**src/rtl/riscv_cpu_pkg.sv**
```systemverilog
// riscv_cpu_pkg: shared types and constants for the hazard unit and its scoreboard
package riscv_cpu_pkg;
  localparam int ADDR_WIDTH = 5;
  localparam int CNT_WIDTH = 32;
  localparam int SB_DEPTH = 3;
  typedef struct packed {
    logic                  valid;
    logic [ADDR_WIDTH-1:0] rd;
    logic                  we;
    logic                  is_load;
  } sb_entry_t;
  typedef enum logic [1:0] {FWD_REG, FWD_EX, FWD_MEM, FWD_WB} fwd_sel_e;
  typedef enum logic {RUN, STALL} hazard_state_e;
endpackage

```
**src/rtl/hazard_scoreboard.sv**
```systemverilog
// hazard_scoreboard: three-entry EX->MEM->WB shift register of in-flight destinations
//   clk_i, rst_ni  clock, async active-low reset
//   id_entry_i     descriptor of the instruction leaving ID
//   bubble_ex_i    load a bubble into the EX entry instead of id_entry_i
//   flush_mem_i    load a bubble into the MEM entry instead of the EX entry
//   entries_o      [0]=EX, [1]=MEM, [2]=WB
module hazard_scoreboard
  import riscv_cpu_pkg::*;
(
  input  logic                      clk_i,
  input  logic                      rst_ni,
  input  sb_entry_t                 id_entry_i,
  input  logic                      bubble_ex_i,
  input  logic                      flush_mem_i,
  output sb_entry_t [SB_DEPTH-1:0]  entries_o
);
  always_ff @(posedge clk_i or negedge rst_ni)
    if (!rst_ni) entries_o <= '0;
    else begin
      entries_o[0] <= bubble_ex_i ? sb_entry_t'('0) : id_entry_i;
      entries_o[1] <= flush_mem_i ? sb_entry_t'('0) : entries_o[0];
      entries_o[2] <= entries_o[1];
    end
endmodule

```
**src/rtl/hazard_unit.sv**
```systemverilog
// hazard_unit: stall/flush/forwarding control for the five-stage pipeline
//   Inputs : clk_i, rst_ni (async active-low), ID descriptor (id_valid_i, id_rs1/2_i,
//            id_rs1/2_used_i, id_rd_i, id_reg_we_i, id_is_load_i), jal_op_i, branch_taken_i
//   Outputs: stall_if_o, stall_id_o, flush_if_o, flush_id_o, flush_ex_o,
//            fwd_a_o, fwd_b_o, stall_cnt_o, flush_cnt_o
//   Build option: HAZARD_FORWARDING_EN enables operand forwarding (only load-use stalls);
//   otherwise full interlock against EX, MEM and WB with fwd_* tied to 0.
module hazard_unit
  import riscv_cpu_pkg::*;
(
  input  logic                  clk_i,
  input  logic                  rst_ni,
  input  logic                  id_valid_i,
  input  logic [ADDR_WIDTH-1:0] id_rs1_i,
  input  logic [ADDR_WIDTH-1:0] id_rs2_i,
  input  logic                  id_rs1_used_i,
  input  logic                  id_rs2_used_i,
  input  logic [ADDR_WIDTH-1:0] id_rd_i,
  input  logic                  id_reg_we_i,
  input  logic                  id_is_load_i,
  input  logic                  jal_op_i,
  input  logic                  branch_taken_i,
  output logic                  stall_if_o,
  output logic                  stall_id_o,
  output logic                  flush_if_o,
  output logic                  flush_id_o,
  output logic                  flush_ex_o,
  output logic [1:0]            fwd_a_o,
  output logic [1:0]            fwd_b_o,
  output logic [CNT_WIDTH-1:0]  stall_cnt_o,
  output logic [CNT_WIDTH-1:0]  flush_cnt_o
);
  sb_entry_t [SB_DEPTH-1:0] sb;
  sb_entry_t id_entry;
  hazard_state_e state_q, state_d;
  fwd_sel_e src_a, src_b;
  logic hazard, stall;
  function automatic logic hit(logic used, logic [ADDR_WIDTH-1:0] rs, sb_entry_t e);
    return used && rs != '0 && e.valid && e.we && rs == e.rd;
  endfunction
  // Youngest producer wins: EX before MEM before WB.
  function automatic fwd_sel_e youngest(logic used, logic [ADDR_WIDTH-1:0] rs, sb_entry_t [SB_DEPTH-1:0] e);
    return hit(used, rs, e[0]) ? FWD_EX : hit(used, rs, e[1]) ? FWD_MEM : hit(used, rs, e[2]) ? FWD_WB : FWD_REG;
  endfunction
  always_comb begin
    id_entry = '{valid: 1'b1, rd: id_rd_i, we: id_reg_we_i && id_rd_i != '0, is_load: id_is_load_i};
    src_a = youngest(id_valid_i && id_rs1_used_i, id_rs1_i, sb);
    src_b = youngest(id_valid_i && id_rs2_used_i, id_rs2_i, sb);
`ifdef HAZARD_FORWARDING_EN
    hazard = sb[0].is_load && (src_a == FWD_EX || src_b == FWD_EX);
    fwd_a_o = src_a;
    fwd_b_o = src_b;
`else
    hazard = src_a != FWD_REG || src_b != FWD_REG;
    fwd_a_o = 2'd0;
    fwd_b_o = 2'd0;
`endif
    stall = hazard && !branch_taken_i;
    stall_if_o = stall;
    stall_id_o = stall;
    flush_if_o = branch_taken_i || (jal_op_i && id_valid_i && !stall);
    flush_id_o = branch_taken_i || stall;
    flush_ex_o = branch_taken_i;
    state_d = stall ? STALL : RUN;
  end
  hazard_scoreboard u_sb (
    .clk_i       (clk_i),
    .rst_ni      (rst_ni),
    .id_entry_i  (id_entry),
    .bubble_ex_i (flush_id_o || !id_valid_i),
    .flush_mem_i (branch_taken_i),
    .entries_o   (sb)
  );
  always_ff @(posedge clk_i or negedge rst_ni)
    if (!rst_ni) begin
      state_q <= RUN;
      stall_cnt_o <= '0;
      flush_cnt_o <= '0;
    end else begin
      state_q <= state_d;
      if (state_q == STALL && !(&stall_cnt_o)) stall_cnt_o <= stall_cnt_o + 1'b1;
      if (flush_if_o && !(&flush_cnt_o)) flush_cnt_o <= flush_cnt_o + 1'b1;
    end
endmodule

```
**config.mk**
```make
export PLATFORM = sky130hd
export DESIGN_NAME = hazard_unit
export DESIGN_NICKNAME = d
export VERILOG_FILES = /design/src/rtl/riscv_cpu_pkg.sv /design/src/rtl/hazard_scoreboard.sv /design/src/rtl/hazard_unit.sv
export SDC_FILE = /design/constraint.sdc
export NUM_CORES = 1
export LEC_CHECK = 0
export BUFFER_PORTS_ARGS = -buffer_cell sky130_fd_sc_hd__buf_4
export CAP_MARGIN = 10
export CORE_MARGIN = 2
export CORE_UTILIZATION = 45
export CTS_CLUSTER_DIAMETER = 150
export CTS_CLUSTER_SIZE = 40
export DETAILED_ROUTE_END_ITERATION = 12
export GPL_TIMING_DRIVEN = 0
export HOLD_SLACK_MARGIN = 0.06
export PLACE_DENSITY_LB_ADDON = 0.3
export SYNTH_ARGS = -nofsm -noshare
export SYNTH_HDL_FRONTEND = slang
export SYNTH_SLANG_ARGS = --single-unit
```
**constraint.sdc**
```tcl
create_clock -name clk_i -period 6 [get_ports clk_i]
set_clock_uncertainty 0.2 [all_clocks]
set_input_delay 0 -clock clk_i [delete_from_list [all_inputs] [get_ports clk_i]]
set_output_delay 0 -clock clk_i [all_outputs]
set_load 0.01 [all_outputs]
```
==> results of run 1 <==
-- routing by layer --
layer	track usage	wire [um]
met2	0.3015	4529
met3	0.03190	413
met5	0	0
met1	0.2584	4219
met4	0.08851	216
-- registers in the layout, summed over array words and instances (netlist names) --
signal          flops
flush_cnt_o        32
stall_cnt_o        32
state_q             1
u_sb.entries_o     21
-- final timing paths --
kind	end	from	slack [ns]
max in group asynchronous	flush_cnt_o[12]	rst_ni	4.73
min in group asynchronous	stall_cnt_o[6]	rst_ni	0.19
min reg2reg	u_sb.entries_o[17]	u_sb.entries_o[9]	0.21
min	state_q	id_rs1_used_i	0.10
max reg2reg	flush_cnt_o[26]	flush_cnt_o[0]	2.80
max	flush_cnt_o[26]	flush_cnt_o[0]	2.80
-- cell usage after synthesis (all sizes together) (2+ instances only) --
cell,n
xor2,64
or3,8
nor4,15
mux2,4
nor2,23
o311a,3
ha,2
nand2,22
a21oi,3
nand4,23
and4,8
xnor2,25
and2,7
clkbuf,5
nor3,18
buf,10
nor2b,7
dfrtp,86
nand3,31
inv,8
and3,12
-- through the flow --
stage / power [W] / cells / utilization / hold WS [ns]
final: 0.001400 / 625 / 0.5867 / 0.1043
after global routing: 0.001470 / 625 / 0.5867 / 0.1874
after CTS: 0.001413 / 625 / 0.5867 / 0.09582
after detailed placement: 0.0009316 / 599 / 0.5506 / 0.02066
after global placement: 0.0009251 / 599 / 0.5506 / 0.01590
after floorplan: 0.0008037 / 397 / - / -0.4956
-- power by group through the flow --
stage	clock network (W)	registers [W]	logic, W
3_3_place_gp	0	0.000699	0.000226
2_1_floorplan	0	0.000709	0.0000951
5_1_grt	0.000509	0.000702	0.000259
3_5_place_dp	0	0.000701	0.000231
4_1_cts	0.000484	0.000691	0.000238
6_report	0.000474	0.000691	0.000235
-- final cells by class --
cell class	instances	area [um2]	share of cell area
flip-flops and latches	86	2152	0.4007
plain buffers	15	81.33	0.01514
inverters	8	30.03	0.005592
multi-input cells	288	1954	0.3639
clock inverters	4	95.09	0.01771
clock buffers	12	135.1	0.02516
well taps	111	138.9	0.02586
repair buffers	101	783.3	0.1459
-- worst min-delay path, stage by stage --
cell	delay, ns
buf_4	0.11
o311a_1	0.09
inv_1	0.07
a31oi_1	0.05
a21oi_1	0.18
nor2_1	0.10
-- cells by family (layout without fill, tap and decap cells) --
| group | count (synthesis) | in the layout | synth area share |
|---|---|---|---|
| AOI/OAI and AO/OA | 12 | 12 | 0.02380 |
| xor gates and xnor gates | 89 | 89 | 0.1853 |
| adders and majority gates | 2 | 2 | 0.005948 |
| buffers and inverters | 23 | 140 | 0.02647 |
| DFF | 86 | 86 | 0.5116 |
| muxes | 4 | 4 | 0.01071 |
| other | 1 | 4 | 0.0008915 |
| and+or+nand+nor | 177 | 177 | 0.2353 |
==> metrics.cfg, run 1 <==
[sta]
setup_viol = 0
period_minus_slack_ns = 3.201
max_freq_mhz = 312.5
tightest_slew_ns = 1.060
slew_headroom = 0.2930
hold_viol = 0
rsz0062_at_grt = no
fin_ws_ns = 2.800
drv_slew = 0
fin_tns_setup_ns = 0
fin_crit_sh = 0.5334

[final_layout]
fin_nets = 535
fill_cells = 771
final_layout_size_suffix_gt1_frac = 0.2432
antenna_cells = 0
final_cell_mix = buf_4 (97), dfrtp_1 (86), xor2_1 (64)
final_common_cell = buf_4
area_delta_synth_final_pct = 27.66
stdcell_area_um2 = 5370

[logic_synthesis]
ys_seq_elements = 86
yosysSeqAreaShare = 0.5116
synth.largest_area_cell = dfrtp_1
synthFlopType = dfrtp_1
synth_cell_types = 41
yosysWarnings = 0
synth_top_area_share = 0.5116
syn-cell-area_um2 = 4207
syn-instance-count = 394
synth_area_leaders = dfrtp_1 (51%), xor2_1 (13%), xnor2_1 (5.2%), nand3_1 (3.7%), nand4_1 (3.3%)
synth_edf_count = 0
avgSynthCellArea_um2 = 10.68
async_flop_share = 1.000

[global_routing]
first_global_vias = 3199
antenna_found_initial = 0
grt-ovfl-total = 0
grtUsageTotal = 0.1912
grt_max_degree = 87
grt_pass1_wl_um = 15300

[floorplanning]
initial_utilization = 0.4596
core-area_um2 = 9153
fp.dieArea_um2 = 10140
core.rowCount = 35
die_x_um = 100.7
die_h_um = 100.7
pin_count = 97

[cts]
cts_tree = done
clock_sinks = 86
worstSkewPairLatency_ns = 0.35
cts_buffers = 9
clk_pin_slew_ns = 0.09
cts_setup_buffers = 0
cts.path.max_buffers = 2
holdBufCountCts = 10
htreeDepth = 3
cts_resized = 0
cts_root_buffer = clkbuf_8

[drt]
drc = 0
first_iter_violations = 90
dr.pass1.iters = 4
wl_per_cell_um = 15.00
viasPerCell = 5.318
vias = 3324
route.final.wire_length_um = 9378
drtAntennaViolNets = 0

[placement]
place_hpwl_um = 6626
io_buffer_count = 91
placed_cell_area_um2 = 5040
post-place-ws_ns = 2.847
gp_congestion = 0.8693

[setup_path]
slowest_delay_ns = 0.45
critical-path-top-delay-family = simple AND/OR/NAND/NOR gates
cp.depth = 9
cp_num_buf_inv = 2
critPathMaxFanout = 10
crit_path_end_kind = flip-flop
worstPathRequired_ns = 6.03
slowest_stage = clkbuf_1
startpoint_type = flip-flop
path_class = reg -> reg
reg2regPathDepth = 9
path_cells = ha_1 -> and4_1 -> nand4_1 -> nor3_1 -> and3_1 -> clkbuf_1 -> clkbuf_1 -> nor3_1 -> xor2_1
critical_path_arrival_ns = 3.23

[power]
power_frac_clock = 0.338
p_seq_frac = 0.493
p_comb_frac = 0.168
power.density_nw_per_um2 = 260.7
p_sw_frac = 0.2676
intPower_w = 0.001025
peakVddDrop_uv = 222.8
p_switching_w = 0.0003747
leakage_nw = 2.573

[run]
maxCapViolCount = 0

[min_path]
hp-class = in -> reg
hold_path_depth = 6

[outcome]
status = finished clean

No activity file was read; power rests on OpenSTA's default activity.
==> run 2: changes to the inputs <==
- clock period: 6 -> 2.79 ns (I/O delays scaled with it)
==> run 2 against run 1 <==
Combinational power increased by 120%. Highest routed layer unchanged. Wire length is essentially flat. Largest power group unchanged. Worst setup slack got worse by 2.6 ns. Utilization rose by 0.49 points. Critical path type unchanged.
==> metrics.cfg, run 2 (same netlist as run 1, synthesis figures left out) <==
[run]
maxCapViolCount = 0

[power]
leakage_nw = 2.597
power.density_nw_per_um2 = 555.3
peakVddDrop_uv = 477.7

[global_routing]
grt_max_degree = 87
grt_pass1_wl_um = 15360
antenna_found_initial = 0
first_global_vias = 3203
grtUsageTotal = 0.1915
grt-ovfl-total = 0

[cts]
cts_root_buffer = clkbuf_8
clk_pin_slew_ns = 0.08
clock_sinks = 86
worstSkewPairLatency_ns = 0.35
cts_buffers = 9
htreeDepth = 3
cts_tree = done
cts.path.max_buffers = 2

[sta]
period_minus_slack_ns = 2.637
setup_viol = 0
fin_ws_ns = 0.1530
fin_tns_setup_ns = 0
max_freq_mhz = 379.2
tightest_slew_ns = 1.067
rsz0062_at_grt = no
hold_viol = 0
drv_slew = 0
slew_headroom = 0.2888
fin_crit_sh = 0.9452
hold_ws_ns = 0.1178

[drt]
dr.pass1.iters = 4
route.final.wire_length_um = 9369
vias = 3323
wl_per_cell_um = 14.99
drtAntennaViolNets = 0
viasPerCell = 5.317
first_iter_violations = 77
drc = 0

[final_layout]
finalCoreUtilization = 0.5917
multi_input_area_um2 = 1987
fill_cells = 771
largestRegisters = flush_cnt_o: 32 flops, stall_cnt_o: 32 flops, u_sb.entries_o: 21 flops
antenna_cells = 0
area_delta_synth_final_pct = 28.73
final_layout_size_suffix_gt1_frac = 0.2607
final_cell_mix = buf_4 (98), dfrtp_1 (85), xor2_1 (64)
fin_nets = 535
finalNonFillerCells = 625
regArea_um2 = 2153
final_common_cell = buf_4

[setup_path]
worstPathRequired_ns = 2.85
crit_path_end_kind = flip-flop
path_class = reg -> reg
slowest_stage = a2111o_2
path_cells = and4_4 -> nand4_4 -> or3_1 -> a2111o_2 -> or3_4 -> nor3_2 -> xor2_1
critPathMaxFanout = 7
critical_path_arrival_ns = 2.70
slowest_delay_ns = 0.44
startpoint_type = flip-flop

[floorplanning]
die_x_um = 100.7
die_h_um = 100.7
core.rowCount = 35
core-area_um2 = 9153
fp.dieArea_um2 = 10140
initial_utilization = 0.4596
pin_count = 97

[placement]
io_buffer_count = 91
gp_congestion = 0.8693
place_inst = 599
post-place-ws_ns = -0.3626
place_hpwl_um = 6626

[min_path]
hp-class = in -> reg

[outcome]
status = finished clean

[run 2: final timing paths]
kind	slack, ns	depth (start not counted)	startpoint	end
worst min register to register	0.21	0	u_sb.entries_o[9]	u_sb.entries_o[17]
worst min-delay path	0.12	6	id_rs1_used_i	state_q
worst max register to register	0.15	7	stall_cnt_o[2]	stall_cnt_o[29]
worst max-delay path	0.15	7	stall_cnt_o[2]	stall_cnt_o[29]
max in group asynchronous	1.48	2	rst_ni	stall_cnt_o[2]
min in group asynchronous	0.19	2	rst_ni	stall_cnt_o[6]
[run 2: layout make-up]
cell class | count | share of cell area
clock inverters | 4 | 0.01756
inverters | 8 | 0.005545
repair buffers | 102 | 0.1460
plain buffers | 14 | 0.01571
clock buffers | 12 | 0.02495
well taps | 111 | 0.02565
multi-input cells | 288 | 0.3669
flip-flops and latches | 86 | 0.3976
[run 2: critical path: cells and delay by family, from the launching register on]
kind            cells  cell delay, ns
xor+xnor            1            0.18
flops               1            0.42
simple gates        5            1.33
compound gates      1            0.44
[run 2: per-layer routing]
layer | up-vias | global-route usage | part of all wire
met3 | 17 | 0.03190 | 0.040
met1 | 1616 | 0.2589 | 0.45
met2 | 78 | 0.3031 | 0.49
met5 | - | 0 | 0
li1 | 1612 | - | -
met4 | 0 | 0.08641 | 0.020
[run 2: timing repair]
action	in CTS	in global routing
resized for setup	2	11
hold endpoints to repair	101	0
setup buffers	0	1
setup endpoints to repair	17	32
hold buffers	10	0
pin swaps	0	2
[run 2: stage by stage]
step / instance area [um2] / power, W
CTS: 5373 / 0.003039
finish: 5415 / 0.003007
global placement: 5040 / 0.001989
global route: 5415 / 0.003163
detailed placement: 5040 / 0.002004
floorplan: 4218 / 0.001728
[run 2: power breakdown]
part	internal (W)	switching, W	total (W)
clock	0.000595	0.000419	0.00101
sequential	0.00135	0.000137	0.00149
combinational	0.000263	0.000245	0.000507
==> run 3: changes to the inputs <==
- CORE_ASPECT_RATIO: default -> 2
==> run 3 against run 2 <==
Sequential share of layout area down 0.22 points. Worst setup slack worse by 0.036 ns. Sequential cell count unchanged. Cell count shrank 1.4%. Wire length increased by 0.96%. Via count is 0.72% higher. Sequential power hardly changed. Maximum frequency shrank 1.3%. Utilization grew 0.086 points. Non-clock buffer count decreased by 2. Largest cell class unchanged.
==> metrics.cfg, run 3 (same netlist as run 1, synthesis figures left out) <==
[drt]
wl_per_cell_um = 15.36
dr.pass1.iters = 4
vias = 3347
drtAntennaViolNets = 0
drc = 0
viasPerCell = 5.433
route.final.wire_length_um = 9459
first_iter_violations = 197

[power]
peakVddDrop_uv = 493.6
power.density_nw_per_um2 = 585.4
leakage_nw = 2.603

[cts]
cts_root_buffer = clkbuf_16
worstSkewPairLatency_ns = 0.33
htreeDepth = 3
cts_setup_buffers = 0
cts_tree = done
cts_buffers = 9
clock_sinks = 86
clk_pin_slew_ns = 0.06
cts.path.max_buffers = 2

[final_layout]
fill_cells = 792
final_cell_mix = buf_4 (97), dfrtp_1 (84), xor2_1 (64)
final_common_cell = buf_4
final_layout_size_suffix_gt1_frac = 0.2637
fin_nets = 533
multi_input_area_um2 = 1978
finalCoreUtilization = 0.5925
stdcell_area_um2 = 5449
area_delta_synth_final_pct = 29.54
regArea_um2 = 2155
antenna_cells = 0
largestRegisters = flush_cnt_o: 32 flops, stall_cnt_o: 32 flops, u_sb.entries_o: 21 flops

[global_routing]
grt_max_degree = 87
first_global_vias = 3349
antenna_found_initial = 0
grt_pass1_wl_um = 15850
grt-ovfl-total = 0
grtUsageTotal = 0.1965

[setup_path]
rr_endpoint = flush_cnt_o[22]
startpoint_type = flip-flop
path_class = reg -> reg
critPathMaxFanout = 10
r2r-start = u_sb.entries_o[13]
worstPathRequired_ns = 2.81
r2r_setup_slack_ns = 0.12
critical_path_arrival_ns = 2.69
reg2regPathDepth = 9
crit_path_end_kind = flip-flop
crit_path_start = u_sb.entries_o[13]
cp-endpoint = flush_cnt_o[22]

[min_path]
hp-class = in -> reg
hold_path_depth = 4
min_from = id_rs2_used_i

[sta]
drv_slew = 0
fin_crit_sh = 0.9581
setup_viol = 0
tightest_slew_ns = 1.077
period_minus_slack_ns = 2.673
slew_headroom = 0.2821
max_freq_mhz = 374.1
hold_viol = 0
rsz0062_at_grt = yes

[floorplanning]
core.rowCount = 50
die_h_um = 140.7
core-area_um2 = 9196
initial_utilization = 0.4574
fp.dieArea_um2 = 10180
die_x_um = 72.37
pin_count = 97

[placement]
io_buffer_count = 91
place_hpwl_um = 6705
placed_cell_area_um2 = 5031
gp_congestion = 0.8421

[outcome]
status = finished clean

[run]
maxCapViolCount = 0

run 3: critical path, stage by stage (launching register included):
cell and delay, ns:
dfrtp_1 0.41, xor2_1 0.17, nor4_2 0.37, nand4_1 0.19, a311oi_1 0.29, a311o_1 0.16, buf_2 0.20, inv_1 0.14
and3_1 0.17, mux2_2 0.26
run 3: layer usage:
metal / GRT usage / share of wire / up-vias
met5: 0 / 0 / -
met4: 0.09136 / 0.024 / 0
met3: 0.03645 / 0.050 / 19
met1: 0.2632 / 0.43 / 1635
li1: - / - / 1600
met2: 0.3052 / 0.49 / 93
run 3: how the worst min path moves through the flow:
stage                              endpoint  slack [ns]
after floorplan              flush_cnt_o[0]       -0.50
after global placement    u_sb.entries_o[5]        0.02
after detailed placement  u_sb.entries_o[4]        0.02
after CTS                           state_q        0.07
after global routing                state_q        0.16
final                               state_q        0.08
run 3: metrics by stage:
stage	setup WS, ns	std cells	hold WS [ns]	setup TNS, ns	power [W]
6_report	0.1170	616	0.08251	0	0.003190
4_1_cts	0.003256	616	0.06744	0	0.003230
5_1_grt	-0.01214	616	0.1570	-0.01214	0.003348
2_1_floorplan	0.1782	397	-0.4956	0	0.001728
3_5_place_dp	-0.2867	592	0.01900	-2.865	0.001998
3_3_place_gp	-0.3020	592	0.01919	-2.898	0.001990
run 3: what timing repair did:
| action | in CTS | in global routing |
|---|---|---|
| endpoints found under the hold margin | 100 | 0 |
| setup endpoints to repair | 18 | 21 |
| gates resized for setup | 5 | 5 |
| pin swaps | 0 | 1 |
| hold buffers | 9 | 0 |
run 3: layout make-up:
type / count / area share
flip-flops and latches: 86 / 0.3954
clock inverters: 3 / 0.007807
well taps: 104 / 0.02388
repair buffers: 100 / 0.1419
multi-input cells: 288 / 0.3630
clock buffers: 13 / 0.04776
inverters: 8 / 0.005511
plain buffers: 14 / 0.01470
run 3: where the power goes:
group          switching, W  total, W  internal (W)
Clock              0.000459   0.00120      0.000741
Combinational      0.000240  0.000502      0.000262
Sequential         0.000137   0.00149       0.00135
Total              0.000837   0.00319       0.00235
